### config.mk
export PLATFORM = sky130hd
export DESIGN_NAME = phase_sweep_ctrl
export DESIGN_NICKNAME = d
export VERILOG_FILES = /design/src/rtl/tdc_clk_pkg.sv /design/src/rtl/phase_sweep_ctrl.sv
export SDC_FILE = /design/constraint.sdc
export NUM_CORES = 1
export LEC_CHECK = 0
export CELL_PAD_IN_SITES_DETAIL_PLACEMENT = 0
export CELL_PAD_IN_SITES_GLOBAL_PLACEMENT = 1
export CORE_UTILIZATION = 37
export DETAILED_ROUTE_END_ITERATION = 10
export MAX_ROUTING_LAYER = met4
export PLACE_DENSITY_LB_ADDON = 0.1
export RECOVER_POWER = 25
export SLEW_MARGIN = 0
export SYNTH_ARGS = -nofsm -noshare
export SYNTH_HDL_FRONTEND = slang
export SYNTH_SLANG_ARGS = --single-unit
### constraint.sdc
create_clock -name scanclk -period 4.8 [get_ports scanclk]
set_input_delay 0.72 -clock scanclk [delete_from_list [all_inputs] [get_ports scanclk]]
set_output_delay 0.72 -clock scanclk [all_outputs]
set_load 0.1 [all_outputs]
### src/rtl/tdc_clk_pkg.sv
// tdc_clk_pkg: shared state encoding and constants for the TDC clocking blocks
package tdc_clk_pkg;
   typedef enum logic [2:0] {IDLE, REQ, WAIT_LOW, WAIT_DONE, SETTLE, REPORT, FIN, ERR} sweep_state_e;
   localparam logic [4:0] CNTSEL_EIGHTH = 5'b00001;
   localparam logic UP = 1'b1;
   localparam logic DN = 1'b0;
endpackage

### src/rtl/phase_sweep_ctrl.sv
// phase_sweep_ctrl: sequences dynamic-PLL phase steps for TDC calibration; PHASE_SWEEP_TIMEOUT_EN adds a per-step timeout
module phase_sweep_ctrl
   import tdc_clk_pkg::*;
#(
   parameter int unsigned STEP_W     = 8,
   parameter logic [4:0]  CNTSEL     = CNTSEL_EIGHTH,
   parameter int unsigned SETTLE_CYC = 16
`ifdef PHASE_SWEEP_TIMEOUT_EN
   , parameter int unsigned TIMEOUT_CYC = 4096
`endif
) (
   input  logic              scanclk,
   input  logic              rst,
   input  logic              start,
   input  logic [STEP_W-1:0] num_steps,
   input  logic              dir_in,
   input  logic              abort,
   input  logic              dpll_done,
   output logic              change_phase,
   output logic [4:0]        cntsel_out,
   output logic              updn_out,
   output logic              busy,
   output logic              step_valid,
   output logic [STEP_W-1:0] step_idx,
   output logic              sweep_done,
   output logic              timeout_err
);
   localparam int unsigned SW = $clog2(SETTLE_CYC + 1);
   sweep_state_e state_q, state_d;
   logic [STEP_W-1:0] num_q, num_d, idx_q, idx_d;
   logic dir_q, dir_d;
   logic [SW-1:0] set_q, set_d;
   logic change_phase_q, busy_q, step_valid_q, sweep_done_q, updn_q;
   logic [4:0] cntsel_q;
`ifdef PHASE_SWEEP_TIMEOUT_EN
   localparam int unsigned TW = $clog2(TIMEOUT_CYC + 1);
   logic [TW-1:0] to_q, to_d;
   logic err_q, err_d;
`endif

   always_comb begin
      state_d = state_q;
      num_d   = num_q;
      dir_d   = dir_q;
      idx_d   = idx_q;
      set_d   = set_q;
`ifdef PHASE_SWEEP_TIMEOUT_EN
      to_d    = to_q;
      err_d   = err_q;
`endif
      case (state_q)
         IDLE: if (start) begin
            num_d   = num_steps;
            dir_d   = dir_in;
            idx_d   = num_steps != '0 ? '0 : idx_q;
            state_d = num_steps != '0 ? REQ : FIN;
`ifdef PHASE_SWEEP_TIMEOUT_EN
            err_d   = 1'b0;
`endif
         end
         REQ: begin
            idx_d   = idx_q + 1'b1;
            state_d = WAIT_LOW;
`ifdef PHASE_SWEEP_TIMEOUT_EN
            to_d    = '0;
`endif
         end
         // a stale done still high here must not count as completion
         WAIT_LOW:  state_d = dpll_done ? WAIT_LOW : WAIT_DONE;
         WAIT_DONE: if (dpll_done) begin
            state_d = SETTLE;
            set_d   = SW'(SETTLE_CYC - 1);
         end
         SETTLE: begin
            state_d = set_q == '0 ? REPORT : SETTLE;
            set_d   = set_q - 1'b1;
         end
         REPORT:  state_d = idx_q == num_q ? FIN : REQ;
         default: state_d = IDLE;
      endcase
`ifdef PHASE_SWEEP_TIMEOUT_EN
      if (state_q == WAIT_LOW || state_q == WAIT_DONE) begin
         to_d = to_q + 1'b1;
         if (to_q == TW'(TIMEOUT_CYC - 1)) state_d = ERR;
      end
`endif
      if (abort && state_q != IDLE) state_d = IDLE;
`ifdef PHASE_SWEEP_TIMEOUT_EN
      if (state_d == ERR) err_d = 1'b1;
`endif
   end

   always_ff @(posedge scanclk) begin
      if (rst) begin
         state_q        <= IDLE;
         num_q          <= '0;
         dir_q          <= 1'b0;
         idx_q          <= '0;
         set_q          <= '0;
         change_phase_q <= 1'b0;
         busy_q         <= 1'b0;
         step_valid_q   <= 1'b0;
         sweep_done_q   <= 1'b0;
         updn_q         <= DN;
         cntsel_q       <= '0;
      end else begin
         state_q        <= state_d;
         num_q          <= num_d;
         dir_q          <= dir_d;
         idx_q          <= idx_d;
         set_q          <= set_d;
         change_phase_q <= state_d == REQ;
         busy_q         <= state_d != IDLE;
         step_valid_q   <= state_d == REPORT;
         sweep_done_q   <= state_d == FIN;
         updn_q         <= state_d != IDLE ? dir_d : DN;
         cntsel_q       <= state_d != IDLE ? CNTSEL : '0;
      end
   end

`ifdef PHASE_SWEEP_TIMEOUT_EN
   always_ff @(posedge scanclk) begin
      if (rst) begin
         to_q  <= '0;
         err_q <= 1'b0;
      end else begin
         to_q  <= to_d;
         err_q <= err_d;
      end
   end
   assign timeout_err = err_q;
`else
   assign timeout_err = 1'b0;
`endif

   assign change_phase = change_phase_q;
   assign cntsel_out   = cntsel_q;
   assign updn_out     = updn_q;
   assign busy         = busy_q;
   assign step_valid   = step_valid_q;
   assign step_idx     = idx_q;
   assign sweep_done   = sweep_done_q;
endmodule

# Yosys cells after proc, flatten, opt, wreduce, memory -nomap -nowiden

Index checks and enable logic that the tools add are counted.

Register bits: 35
Bits of input ports: 14
Output and inout bits: 19
Word-level logic and storage cells: 54

$add $sub $neg: 2
Equality and inequality tests: 12
Muxes and demuxes: 16
Bitwise operators: 1
Reductions and logical operators: 12

Operator list:

| operator                                                              | number |
|---|---|
| 3-bit case mux with 6 select lines                                    | 1 |
| 8-bit two-way mux                                                     | 2 |
| 8-bit case mux with 2 select lines                                    | 1 |
| 3-bit two-way mux                                                     | 5 |
| 3-bit equality test, second input constant                            | 4 |
| 5-bit case mux with 2 select lines                                    | 1 |
| 8-bit by 1-bit adder with 8-bit output, second input constant         | 1 |
| 8-bit equality test                                                   | 1 |
| 8-bit nonzero test                                                    | 1 |
| 3-bit by 1-bit equality test with 1-bit output, second input constant | 2 |
| 3-bit by 2-bit equality test with 1-bit output, second input constant | 2 |
| 2-bit != test, second input constant                                  | 3 |
| 3-bit nonzero test                                                    | 2 |
| 5-bit logical NOT                                                     | 1 |
| 1-bit two-way mux                                                     | 5 |
| 5-bit two-way mux                                                     | 1 |
| 5-bit by 1-bit subtractor with 5-bit output, second input constant    | 1 |
| 2-bit AND reduction                                                   | 2 |
| 2-bit nonzero test                                                    | 2 |
| 3-bit logical NOT                                                     | 1 |
| 3-bit AND reduction                                                   | 1 |
| 2-bit OR reduction                                                    | 1 |
| 1-bit logical AND                                                     | 1 |
| 1-bit NOT                                                             | 1 |

# Logic depth before layout (Yosys ltp)

Word-level depth: 8
Gate-level depth with buffers: 6
Depth with buffers taken out: 5

# Least setup slack after synthesis

OpenSTA, ideal clock, no wires.

Kind: reg-to-output
From: reg, netlist name busy
To: out cntsel_out[0]
Arrival: 1.356 ns
Data required time: 4.080 ns
Slack: 2.724 ns
Cell stages (with the launch flop): 2
Buffers on the path: 1
Cell sequence: dfxtp_1 -> buf_4

RTL lines:

| element       | line                   | RTL |
|---|---|---|
| end, declared | phase_sweep_ctrl.sv:20 | `output logic [4:0] cntsel_out,` |

# Final worst setup path

From: in start
To: reg change_phase_q (netlist: change_phase)

Longest elaborated chain between the ends: 4

RTL lines:

| element                                        | line                    | RTL |
|---|---|---|
| start, declared                                | phase_sweep_ctrl.sv:14  | `input logic start,` |
| 3-bit two-way mux                              | phase_sweep_ctrl.sv:52  | `IDLE: if (start) begin` |
| 3-bit case mux with 6 select lines             | phase_sweep_ctrl.sv:51  | `case (state_q)` |
| 3-bit two-way mux                              | phase_sweep_ctrl.sv:87  | `if (abort && state_q != IDLE) state_d = IDLE;` |
| 3-bit by 1-bit equality test with 1-bit output | phase_sweep_ctrl.sv:112 | `change_phase_q <= state_d == REQ;` |
| end signal, assigned                           | phase_sweep_ctrl.sv:100 | `change_phase_q <= 1'b0;` |
| end signal, assigned                           | phase_sweep_ctrl.sv:112 |  |
| end, declared                                  | phase_sweep_ctrl.sv:33  | `logic change_phase_q, busy_q, step_valid_q, sweep_done_q, updn_q;` |

Every way passes these cells.
A chain may end at the register's enable or synchronous reset.

==> out/qor.yml <==
sta:
  setup_viol: 0
  finalCritPeriodShare_pct: 64.64
  final_hold_viol_count: 0
  fmax_ghz: 0.3223
  layout_min_cycle_time_ns: 3.103
  rsz0062_at_grt: "no"
  maxSlewHeadroom_pct: -4.638
  setup_tns_ns: 0
  fin_skew_ns: 0.004943
  worst_slew_pin_slew_ns: 1.548
  hold_slack_ns: 0.4750
  maxSlewViolCount: 11
logic_synthesis:
  synth_top_family_by_area: "simple AND/OR/NAND/NOR gates"
  synth_compound_area_share_pct: 15.08
  synth_xor_area_share_pct: 8.607
  yosysMostFrequentCell: "dfxtp_1"
  synth.mux.area_fraction_pct: 1.393
  netlist_top_cells_area: "dfxtp_1, xor2_1, a21oi_1"
  yosys.area.top_type: "dfxtp_1"
  avgSynthCellArea_um2: 9.141
  synth_area_mm2: 0.001526
  synthFlopType: "dfxtp_1"
  synth_top_area_share_pct: 39.34
  yosysWarnings: 0
  synth-seq-cells: 30
  yosysSeqAreaShare_pct: 39.34
  yosys-top-cells-count: "dfxtp_1, nand2_1, a21oi_1, nor2_1, xor2_1"
  yosys.area_share.simple_pct: 26.15
  synthAdderAreaFrac_pct: 2.459
  async_flop_share_pct: 0
  syn-instance-count: 167
  synth_enable_flop_cells: 0
  synth_cell_type_count: 48
cts:
  tritoncts: "done"
  cts_sinks: 30
  cts_setup_buffers: 0
  insertion_delay_ns: 0.27
  ctsResizeCount: 0
  clk_pin_slew_ns: 0.07
  cts_buffers: 5
  clock_path_buffers: 2
  ctsHoldBuffers: 0
  cts_root_buffer: "clkbuf_8"
  h-tree-depth: 2
floorplanning:
  dieArea_mm2: 0.004386
  core_region_area_mm2: 0.003799
  die_w_um: 66.23
  pin_count: 33
  die_h_um: 66.23
  rows: 22
  start_util_pct: 40.18
setup_path:
  critPathLaunch: "start"
  worstSetupStartpointType: "input port"
  r2r_setup_slack_ns: 2.13
  critical_path_class: "in -> reg"
  end_kind: "register"
  rr_startpoint: "state_q[1]$_SDFF_PP0_"
  required_ns: 4.98
  critPathMaxFanout: 10
  worstPathArrival_ns: 3.29
hold_path:
  hp-class: "reg -> reg"
  hold_path.startpoint: "num_q[2]$_SDFFE_PP0P_"
global_route:
  grt_max_degree: 18
  overflow: 0
  grt_pass1_wl_um: 5333
  grt_antenna_before_repair: 0
  grt_pass1_vias: 1118
  track_usage_pct: 16.65
cells_and_area:
  antenna_cells: 0
  final_util_pct: 48.88
  drive_above_1_share_pct: 9.326
  nNetsFinal: 209
  fin_area_mm2: 0.001857
  area_delta_synth_final_pct: 21.64
placement:
  placed_cell_area_mm2: 0.001784
  hpwl_um: 2350
  gp_congestion: 0.7645
  io_buffers: 27
drt:
  ant_nets: 0
  drc: 0
  wl_per_cell_um: 13.37
  viasPerCell: 5.174
  vias: 1247
  drtIter0Drc: 121
  dr.pass1.iters: 4
  routed_wl_um: 3222
power:
  vdd_drop_max_mv: 0.2164
  totalPowerFinal_mw: 0.6477
  leakagePower_nw: 0.6730
  power.density_mw_per_mm2: 348.8
run_status:
  outcome: "finished, violations left"
  violations: "max-capacitance violations, max-slew violations"
run:
  cap_violations: 1
==> critical path, cell delays in order <==
cell,delay [ns]
dlygate4sd3_1,0.55
nor4b_1,1.22
o21ai_2,0.23
and3_4,0.29
nor4b_2,0.27
==> final timing paths <==
path | endpoint | cells past startpoint
max | change_phase$_SDFF_PP0_ | 5
max reg2reg | change_phase$_SDFF_PP0_ | 4
min | num_q[2]$_SDFFE_PP0P_ | 2
min reg2reg | num_q[2]$_SDFFE_PP0P_ | 2
==> stage by stage <==
step	setup WS [ns]	std cells
after floorplan	2.724	171
after global routing	1.413	241
after detailed placement	2.297	233
final	1.697	241
after CTS	2.150	241
after global placement	2.337	233
==> cells in the final DEF (no fill, tap or decap), types with 2 or more instances in the layout <==
| master | n |
|---|---|
| dlygate4sd3_1 | 3 |
| xor2_1 | 12 |
| nor4b_2 | 2 |
| nor3_1 | 3 |
| inv_1 | 4 |
| nand2_1 | 20 |
| ha_1 | 3 |
| a21oi_1 | 15 |
| clkdlybuf4s50_1 | 24 |
| and3_1 | 2 |
| o21ai_0 | 2 |
| dfxtp_1 | 30 |
| nand3_1 | 4 |
| or4_1 | 2 |
| o21a_1 | 2 |
| nor3b_1 | 2 |
| nor2_1 | 14 |
| a211oi_1 | 2 |
| conb_1 | 5 |
| nand2b_1 | 2 |
| clkbuf_8 | 6 |
| xnor2_1 | 3 |
| nand4_1 | 3 |
| nand3b_1 | 2 |
| a311oi_1 | 3 |
==> flip-flops by register name, indices dropped and copies added, names as in the netlist <==
register / count
busy: 1
change_phase: 1
dir_q: 1
num_q: 8
set_q: 5
state_q: 3
step_idx: 8
step_valid: 1
sweep_done: 1
updn_out: 1
==> report_power, final <==
part | total (mW) | internal (mW) | switching (mW)
clock | 0.207 | 0.116 | 0.0919
sequential | 0.282 | 0.264 | 0.0181
combinational | 0.158 | 0.0501 | 0.108
total | 0.648 | 0.430 | 0.218
==> metal layers <==
metal / global-route usage (%) / vias to the layer above / routed length, µm
li1: - / 629 / -
met1: 21.41 / 579 / 1538
met5: - / - / 0
met3: 4.138 / 2 / 167
met4: 6.383 / 0 / 23
met2: 25.00 / 37 / 1494
==> area by class of cell <==
| type | instances | area, µm² |
|---|---|---|
| clock inverter | 1 | 5.005 |
| timing repair buffer | 27 | 270.3 |
| fill | 379 | 1942 |
| inverter | 4 | 15.01 |
| sequential | 30 | 600.6 |
| clock buffer | 7 | 86.33 |
| tap | 48 | 60.06 |
| multi-input combinational | 124 | 819.5 |
==> cell families after synthesis <==
family          after synthesis
compound gates               33
flops                        30
xor+xnor                     15
other cells                   1
fa+ha+maj                     3
mux                           2
buf+inv                      17
simple gates                 66
Note: power is estimated with default switching activity, not from simulation.
